`config.mk`:
```
export PLATFORM = sky130hd
export DESIGN_NAME = arith_control_n
export DESIGN_NICKNAME = d
export VERILOG_FILES = /design/src/rtl/arith_defs.sv /design/src/rtl/arith_core.sv /design/src/rtl/arith_control_n.sv
export SDC_FILE = /design/constraint.sdc
export NUM_CORES = 1
export LEC_CHECK = 0
export ABC_AREA = 1
export BUFFER_PORTS_ARGS = -buffer_cell sky130_fd_sc_hd__buf_2
export CORE_AREA = 5 5 42 44
export DETAILED_ROUTE_END_ITERATION = 12
export DIE_AREA = 0 0 47 49
export PLACE_DENSITY = 0.83
export SETUP_SLACK_MARGIN = 0.15
export SYNTH_ARGS = -nofsm -noshare
export SYNTH_HDL_FRONTEND = slang
export SYNTH_SLANG_ARGS = --single-unit
```
`constraint.sdc`:
```
create_clock -name clk -period 4.9 [get_ports clk]
set_input_delay 0.735 -clock clk [delete_from_list [all_inputs] [get_ports clk]]
set_output_delay 0.735 -clock clk [all_outputs]
set_load 0.01 [all_outputs]
```
`src/rtl/arith_defs.sv`:
```
// Shared definitions for the arith_control_n unit.
// Provides the operation-select encodings used on the modo port.
package arith_defs;

    localparam logic [1:0] MODE_ADD  = 2'b00;
    localparam logic [1:0] MODE_SUB  = 2'b01;
    localparam logic [1:0] MODE_UP   = 2'b10;
    localparam logic [1:0] MODE_DOWN = 2'b11;

endpackage

```
`src/rtl/arith_core.sv`:
```
// Combinational unsigned add/subtract with one extra result bit.
// Ports:
//   x, y  : WIDTH-bit unsigned operands
//   sub   : 0 = x + y, 1 = x - y
//   full  : (WIDTH+1)-bit result
//   carry : carry out (add) or borrow, i.e. x < y (sub)
module arith_core #(
    parameter int unsigned WIDTH = 4
) (
    input  logic [WIDTH-1:0] x,
    input  logic [WIDTH-1:0] y,
    input  logic             sub,
    output logic [WIDTH:0]   full,
    output logic             carry
);

    logic [WIDTH:0] x_ext;
    logic [WIDTH:0] y_ext;

    assign x_ext = {1'b0, x};
    assign y_ext = {1'b0, y};

    // With both operands zero-extended, the top bit of the difference is
    // exactly the borrow (x < y).
    assign full  = sub ? (x_ext - y_ext) : (x_ext + y_ext);
    assign carry = full[WIDTH];

endmodule

```
`src/rtl/arith_control_n.sv`:
```
// Registered WIDTH-bit arithmetic/counter unit.
// Ports:
//   clk, rst_n : clock, asynchronous active-low reset
//   enb        : operation enable
//   clr        : synchronous clear (wins over enb)
//   modo       : ADD / SUB / UP / DOWN select
//   A, B       : unsigned operands for ADD/SUB
//   Q          : registered result
//   RCO        : carry/borrow pulse of the last enabled operation
//   OVF        : sticky overflow, set by any RCO
//   valid      : pulse marking Q/RCO updated by an enabled operation
module arith_control_n
    import arith_defs::*;
#(
    parameter int unsigned WIDTH    = 4,
    parameter int unsigned STEP     = 1,
    parameter bit          SATURATE = 1'b0
) (
    input  logic             clk,
    input  logic             rst_n,
    input  logic             enb,
    input  logic             clr,
    input  logic [1:0]       modo,
    input  logic [WIDTH-1:0] A,
    input  logic [WIDTH-1:0] B,
    output logic [WIDTH-1:0] Q,
    output logic             RCO,
    output logic             OVF,
    output logic             valid
);

    localparam logic [WIDTH-1:0] STEP_W = WIDTH'(STEP);

    logic [WIDTH-1:0] core_x;
    logic [WIDTH-1:0] core_y;
    logic             core_sub;
    logic [WIDTH:0]   core_full;
    logic             core_carry;

    logic [WIDTH-1:0] q_next;
    logic             rco_next;
    logic             ovf_next;
    logic             valid_next;

    // Counting modes operate on the current Q with the fixed step.
    always_comb begin
        core_x   = A;
        core_y   = B;
        core_sub = 1'b0;
        unique case (modo)
            MODE_ADD: begin
                core_x   = A;
                core_y   = B;
                core_sub = 1'b0;
            end
            MODE_SUB: begin
                core_x   = A;
                core_y   = B;
                core_sub = 1'b1;
            end
            MODE_UP: begin
                core_x   = Q;
                core_y   = STEP_W;
                core_sub = 1'b0;
            end
            MODE_DOWN: begin
                core_x   = Q;
                core_y   = STEP_W;
                core_sub = 1'b1;
            end
            default: begin
                core_x   = A;
                core_y   = B;
                core_sub = 1'b0;
            end
        endcase
    end

    arith_core #(
        .WIDTH(WIDTH)
    ) u_core (
        .x    (core_x),
        .y    (core_y),
        .sub  (core_sub),
        .full (core_full),
        .carry(core_carry)
    );

    always_comb begin
        q_next     = Q;
        rco_next   = 1'b0;
        ovf_next   = OVF;
        valid_next = 1'b0;
        if (clr) begin
            q_next   = '0;
            ovf_next = 1'b0;
        end else if (enb) begin
            valid_next = 1'b1;
            rco_next   = core_carry;
            ovf_next   = OVF | core_carry;
            if (SATURATE && core_carry) begin
                // Clamp toward the direction of the overflow.
                q_next = core_sub ? '0 : '1;
            end else begin
                q_next = core_full[WIDTH-1:0];
            end
        end
    end

    always_ff @(posedge clk or negedge rst_n) begin
        if (!rst_n) begin
            Q     <= '0;
            RCO   <= 1'b0;
            OVF   <= 1'b0;
            valid <= 1'b0;
        end else begin
            Q     <= q_next;
            RCO   <= rco_next;
            OVF   <= ovf_next;
            valid <= valid_next;
        end
    end

endmodule

```
# Word level (Yosys, flattened, before mapping)
# Cells that the tools add are included.
# word_totals
out_inout_bits	7
elab_cells	28
input_bits	14
register_bits	7
# op_classes
n_bitwise	1
eq_ne	3
n_reduce_logical	6
muxes	12
addsub	2
# ops
op	n
4-bit case mux with 2 select lines	2
4-bit two-way mux	2
2-bit OR reduction	4
1-bit two-way mux	6
4-bit by 4-bit adder with 5-bit output	1
5-bit two-way mux	1
4-bit by 4-bit subtractor with 5-bit output	1
2-bit equality test, second input constant	2
2-bit by 1-bit equality test with 1-bit output, second input constant	1
2-bit zero test	1
1-bit case mux with 2 select lines	1
2-bit nonzero test	1
1-bit bitwise OR	1

# Depth between registers and ports, before layout
# depth
ltp_word	8
ltp_mapped	14
mapped_depth_nobuf	14

# Cells and area by module
# A second synthesis with hierarchy kept.
# unflattened
hier_cells	97
area_unflattened_um2	620.6
# by_module_without_submodules
mod	area_each_um2	instances	cells_per_inst	seq_area_each_um2
arith_control_n	356.6	1	49	175.2
arith_core	264.0	1	48	0.0

# Worst setup path before layout
# Ideal clock, no wire load.
# synth_path
path_kind	input port to flip-flop
start	input port modo[1]
end	register OVF
arrival_time_ns	2.030
required_time_ns	4.783
setup_time_ns	0.117
path_buffers	0
path_stages	12
slack_ns	2.753
cell_sequence	inv_2 nand2_4 nand2_1 xor2_1 inv_1 fa_1 inv_1 nor2_1 nor2_1 nand3_2 nand3_2 nand2_1
# synth_via
elab_chain_len	8
elab_cells_between_ends	17
cone_classes	add/sub: 2; eq/ne: 3; mux: 6; bitwise: 1; reduce/logical: 5
# synth_rtl
item	line_no	source
from (decl)	arith_control_n.sv:23	input logic [1:0] modo,
2-bit equality test, or another cell as far along	arith_control_n.sv:50	unique case (modo)
2-bit OR reduction (no source line)	--	
4-bit case mux with 2 select lines	arith_control_n.sv:50	
4-bit by 4-bit adder with 5-bit output / 4-bit by 4-bit subtractor with 5-bit output (equally long branches)	arith_core.sv:25	assign full = sub ? (x_ext - y_ext) : (x_ext + y_ext);
5-bit two-way mux (*)	arith_core.sv:25	
1-bit bitwise OR (*)	arith_control_n.sv:100	ovf_next = OVF | core_carry;
1-bit two-way mux (*)	arith_control_n.sv:97	end else if (enb) begin
1-bit two-way mux (*)	arith_control_n.sv:94	if (clr) begin
to (signal assigned)	arith_control_n.sv:119	OVF <= ovf_next;
to (decl)	arith_control_n.sv:28	output logic OVF,
# Mark *: on every way between the ends. The rest lies on a longest branch, timed or not. The select of a mux whose other input is x is not followed.
# A chain may end at the register's enable or synchronous reset.

# Worst setup path in the final report
# layout_path
start	input port modo[1]
end	register Q[3]
# layout_via
elab_chain_len	7
elab_cells_between_ends	16
cone_classes	add/sub: 2; eq/ne: 3; mux: 6; reduce/logical: 5
# layout_rtl
item	line_no	source
2-bit equality test, or another cell as far along	arith_control_n.sv:50	
2-bit OR reduction (no source line)	--	
4-bit case mux with 2 select lines	arith_control_n.sv:50	
4-bit by 4-bit adder with 5-bit output / 4-bit by 4-bit subtractor with 5-bit output (equally long branches)	arith_core.sv:25	
5-bit two-way mux (*)	arith_core.sv:25	
4-bit two-way mux (*)	arith_control_n.sv:97	
4-bit two-way mux (*)	arith_control_n.sv:94	
to (signal assigned)	arith_control_n.sv:117	Q <= q_next;
to (decl)	arith_control_n.sv:26	output logic [WIDTH-1:0] Q,
# Marks and branches as above.

==> metrics.md <==
| Metric | Value |
|---|---|
| Portion of synthesized cell area occupied by the leading cell type | `~29%` |
| Synth Area in XOR/XNOR | `2.87%` |
| Maxcap violations | `0` |
| Average vias per placed instance | `4.86` |
| Count of buffers from port buffering | `20` |
| Critical path type | `input port to flip-flop` |
| Slowest stage delay, CP | `between 0.3 and 0.4 ns` |
| Post-Syn Area | `611 um^2` |
| Number of synthesized flops with an enable pin | `0` |
| IR drop worst, VDD | `between 80 and 90 uV` |
| Path depth of the worst reg2reg path | `10` |
| Number of setup violations in the final report | `0` |
| Total global routing track utilization | `13.5%` |
| Maximum level of the CTS H-tree | `1` |
| Total count of hold-check failures in the final report | `0` |
| Post-synth ARST share | `100%` |
| End of the worst register-to-register path | `OVF` |
| Final core utilization | `between 50% and 60%` |
| Post-Route WL | `1460 um` |
| Dominant combinational cell family by area after synthesis | `simple AND/OR/NAND/NOR gates` |
| Flop and latch count out of synthesis | `7` |
| Total DRC errors in the routed layout | `0` |
| Clk root buf | `sky130_fd_sc_hd__clkbuf_4` |
| I/O Pins | `21` |
| Share of layout cells above drive strength 1 | `30.1%` |
| Vias in the first global route | `615` |
| Clk slew on worst S/H paths | `0.05 ns` |
| Detailed-route via count | `627` |
| CTS resizes | `0` |
| Syn Nets | `107` |
| Arithmetic-cell share of the synthesized area counting full adders, half adders and majority gates | `under 10%` |
| Max Root-Sink Buffers | `2` |
| Post-CTS Setup Inserts | `0` |
| Global-route wire length before repair | `~2300 um` |
| Clock Sink Count | `7` |
| Number of nets in the finished design | `around 130` |
| Overflow left after global routing | `0` |
| Vert. Die Dim | `49 um` |
| Critical Path Fanout Max | `9` |
| Rel. slew slack | `73.1%` |
| Final period utilization | `44.2%` |
| Gpl congestion | `0.767` |
| Crit start category | `input port` |
| Clock tree from TritonCTS | `done` |
| Fraction of the mapped netlist area in compound gates | `just over 10%` |
| Simple-Gate Fraction of Synth Area | `between 30% and 40%` |
| Latest clock arrival within the worst-skew pair | `0.25 ns` |
| Mean instance size in the synthesized netlist | `6.86 um^2` |
| YS warnings | `0` |
| Standard cell area after detailed placement | `731 um^2` |
| RSZ-0062 raised after global routing | `no` |
| Total design power | `0.193 mW` |
| HPWL Detailed | `roughly 1300 um` |
| Final total negative setup slack | `0 ns` |
| Slew Viols, Final | `0` |
| Maximum frequency from static timing analysis | `approximately 460 MHz` |
| Effective utilization at floorplan | `43.6%` |
| Leading cell types by total area after synthesis | `sky130_fd_sc_hd__dfrtp_1, sky130_fd_sc_hd__nand2_1, sky130_fd_sc_hd__inv_1` |
| WL per Instance | `about 11 um` |
| Count of routing violations after the opening detailed-route iteration | `18` |
| Power Dens Cells | `~250 nW/um^2` |
| Gate family responsible for the most delay along the worst path | `simple AND/OR/NAND/NOR gates` |
| Cell chain of the critical path | `buf_2 -> inv_2 -> nand2_4 -> nor2_4 -> inv_1 -> a21oi_1 -> a21oi_2 -> ha_1 -> nand2_1 -> inv_1 -> nand3_1 -> nand2_1 -> nand2_1 -> nand3_1 -> nand2_1` |
| Multiplexer area fraction after synthesis | `0%` |
| Cell taking the most area after synthesis | `sky130_fd_sc_hd__dfrtp_1` |
| Data required time at the worst endpoint | `5.03 ns` |
| # hold bufs at CTS | `0` |
| Number of diodes | `0` |
| Synth-to-layout area growth | `24.0%` |
| Most repeated library cell on the critical path | `sky130_fd_sc_hd__nand2_1` |
| Total of fill cells in the finished design | `153` |
| Core area | `1400 um^2` |
| Clock Skew | `0.00175 ns` |
| Unique cell type count in the Yosys netlist | `20` |
| Min cycle time layout | `2.17 ns` |
| FF-to-FF setup slack | `3.17 ns` |
| Total Die Area | `2300 um^2` |
| Cell count after synthesis | `89` |
| Largest net degree at the start of global routing | `10` |
| Sequential-to-total area share from yosys stat | `between 20% and 30%` |
| RR Startpoint | `Q[0]` |
| Number of nets with antenna violations after routing | `0` |
| Die span in x | `47 um` |
| Slowest cell on crit path | `sky130_fd_sc_hd__ha_1` |
| WP buf/inv | `4` |
| Row Count | `14` |
| Inserted Clock Buffers | `3` |
| Standby leakage power | `around 0.46 nW` |
| Crit path capture type | `flip-flop` |
| Data arrival time at the worst-slack endpoint | `between 2 and 2.5 ns` |
| Worst-Margin Slew | `0.399 ns` |
| Most numerous cell in the Yosys netlist | `sky130_fd_sc_hd__nand2_1` |
| Initial antenna violation count | `0` |
| Hold/Removal Path Class | `input port to async pin` |
| Commonest register cell after synthesis | `sky130_fd_sc_hd__dfrtp_1` |
| Status | `finished, final reports clean` |
| Final Cell Area | `about 760 um^2` |
| Ranking of synthesized cells by instance count | `sky130_fd_sc_hd__nand2_1, sky130_fd_sc_hd__inv_1, sky130_fd_sc_hd__dfrtp_1, sky130_fd_sc_hd__nand3_1, sky130_fd_sc_hd__nor2_1` |
| 1st-pass router iterations | `4` |
==> report_power, final <==
part	internal [mW]	switching, mW
combinational	0.0294	0.0450
clock	0.0310	0.0199
sequential	0.0641	0.00351
==> kinds of logic (layout without fill, tap and decap cells) <==
logic type                 after synthesis  after routing
and+or+nand+nor                         46             46
xor gates and xnor gates                 2              2
AOI/OAI and AO/OA                       10             10
buffers and inverters                   20             44
DFF                                      7              7
adders and majority gates                4              4
==> worst max-delay path by stage <==
stage | from | to | cells after the start
after floorplan | modo[1] | OVF | 12
after global placement | modo[1] | OVF | 13
after detailed placement | modo[1] | OVF | 13
after CTS | modo[1] | OVF | 13
after global routing | modo[1] | OVF | 13
final | modo[1] | Q[3] | 15
==> metrics by stage <==
stage                     hold slack (ns)  setup slack, ns  std cells
after global routing                0.323             2.60        129
after floorplan                     0.439             2.75         89
final                               0.308             2.73        129
after global placement              0.461             2.53        125
after detailed placement            0.486             2.47        125
after CTS                           0.315             2.73        129
==> state kept, by name, summed over array words and instances (netlist names) <==
signal and flops:
OVF 1, RCO 1, valid 1, Q 4
==> routing by layer <==
layer	global-route usage, %	vias to the layer above	part of all wire, %
met5	0	-	0
met4	6.91	0	1.9
met3	0	4	5.6
met2	24.7	23	52
met1	15.0	280	40
li1	-	320	-
==> area by class of cell <==
type / instances / area [um^2] / share of cell area [%]
repair buffers: 20 / 100 / 13.2
clock buffers: 4 / 26.3 / 3.47
inverters: 20 / 75.1 / 9.92
flip-flops and latches: 7 / 175 / 23.1
well taps: 16 / 20.0 / 2.64
multi-input cells: 62 / 360 / 47.6
==> cell usage in the layout (no fill, tap or decap), drive strengths merged <==
master	instances
a21oi	3
and2	1
buf	20
clkbuf	4
dfrtp	7
fa	1
ha	3
inv	20
nand2	27
nand3	10
nor2	8
o21ai	6
o22ai	1
xor2	2
No activity file was read; power rests on OpenSTA's default activity.
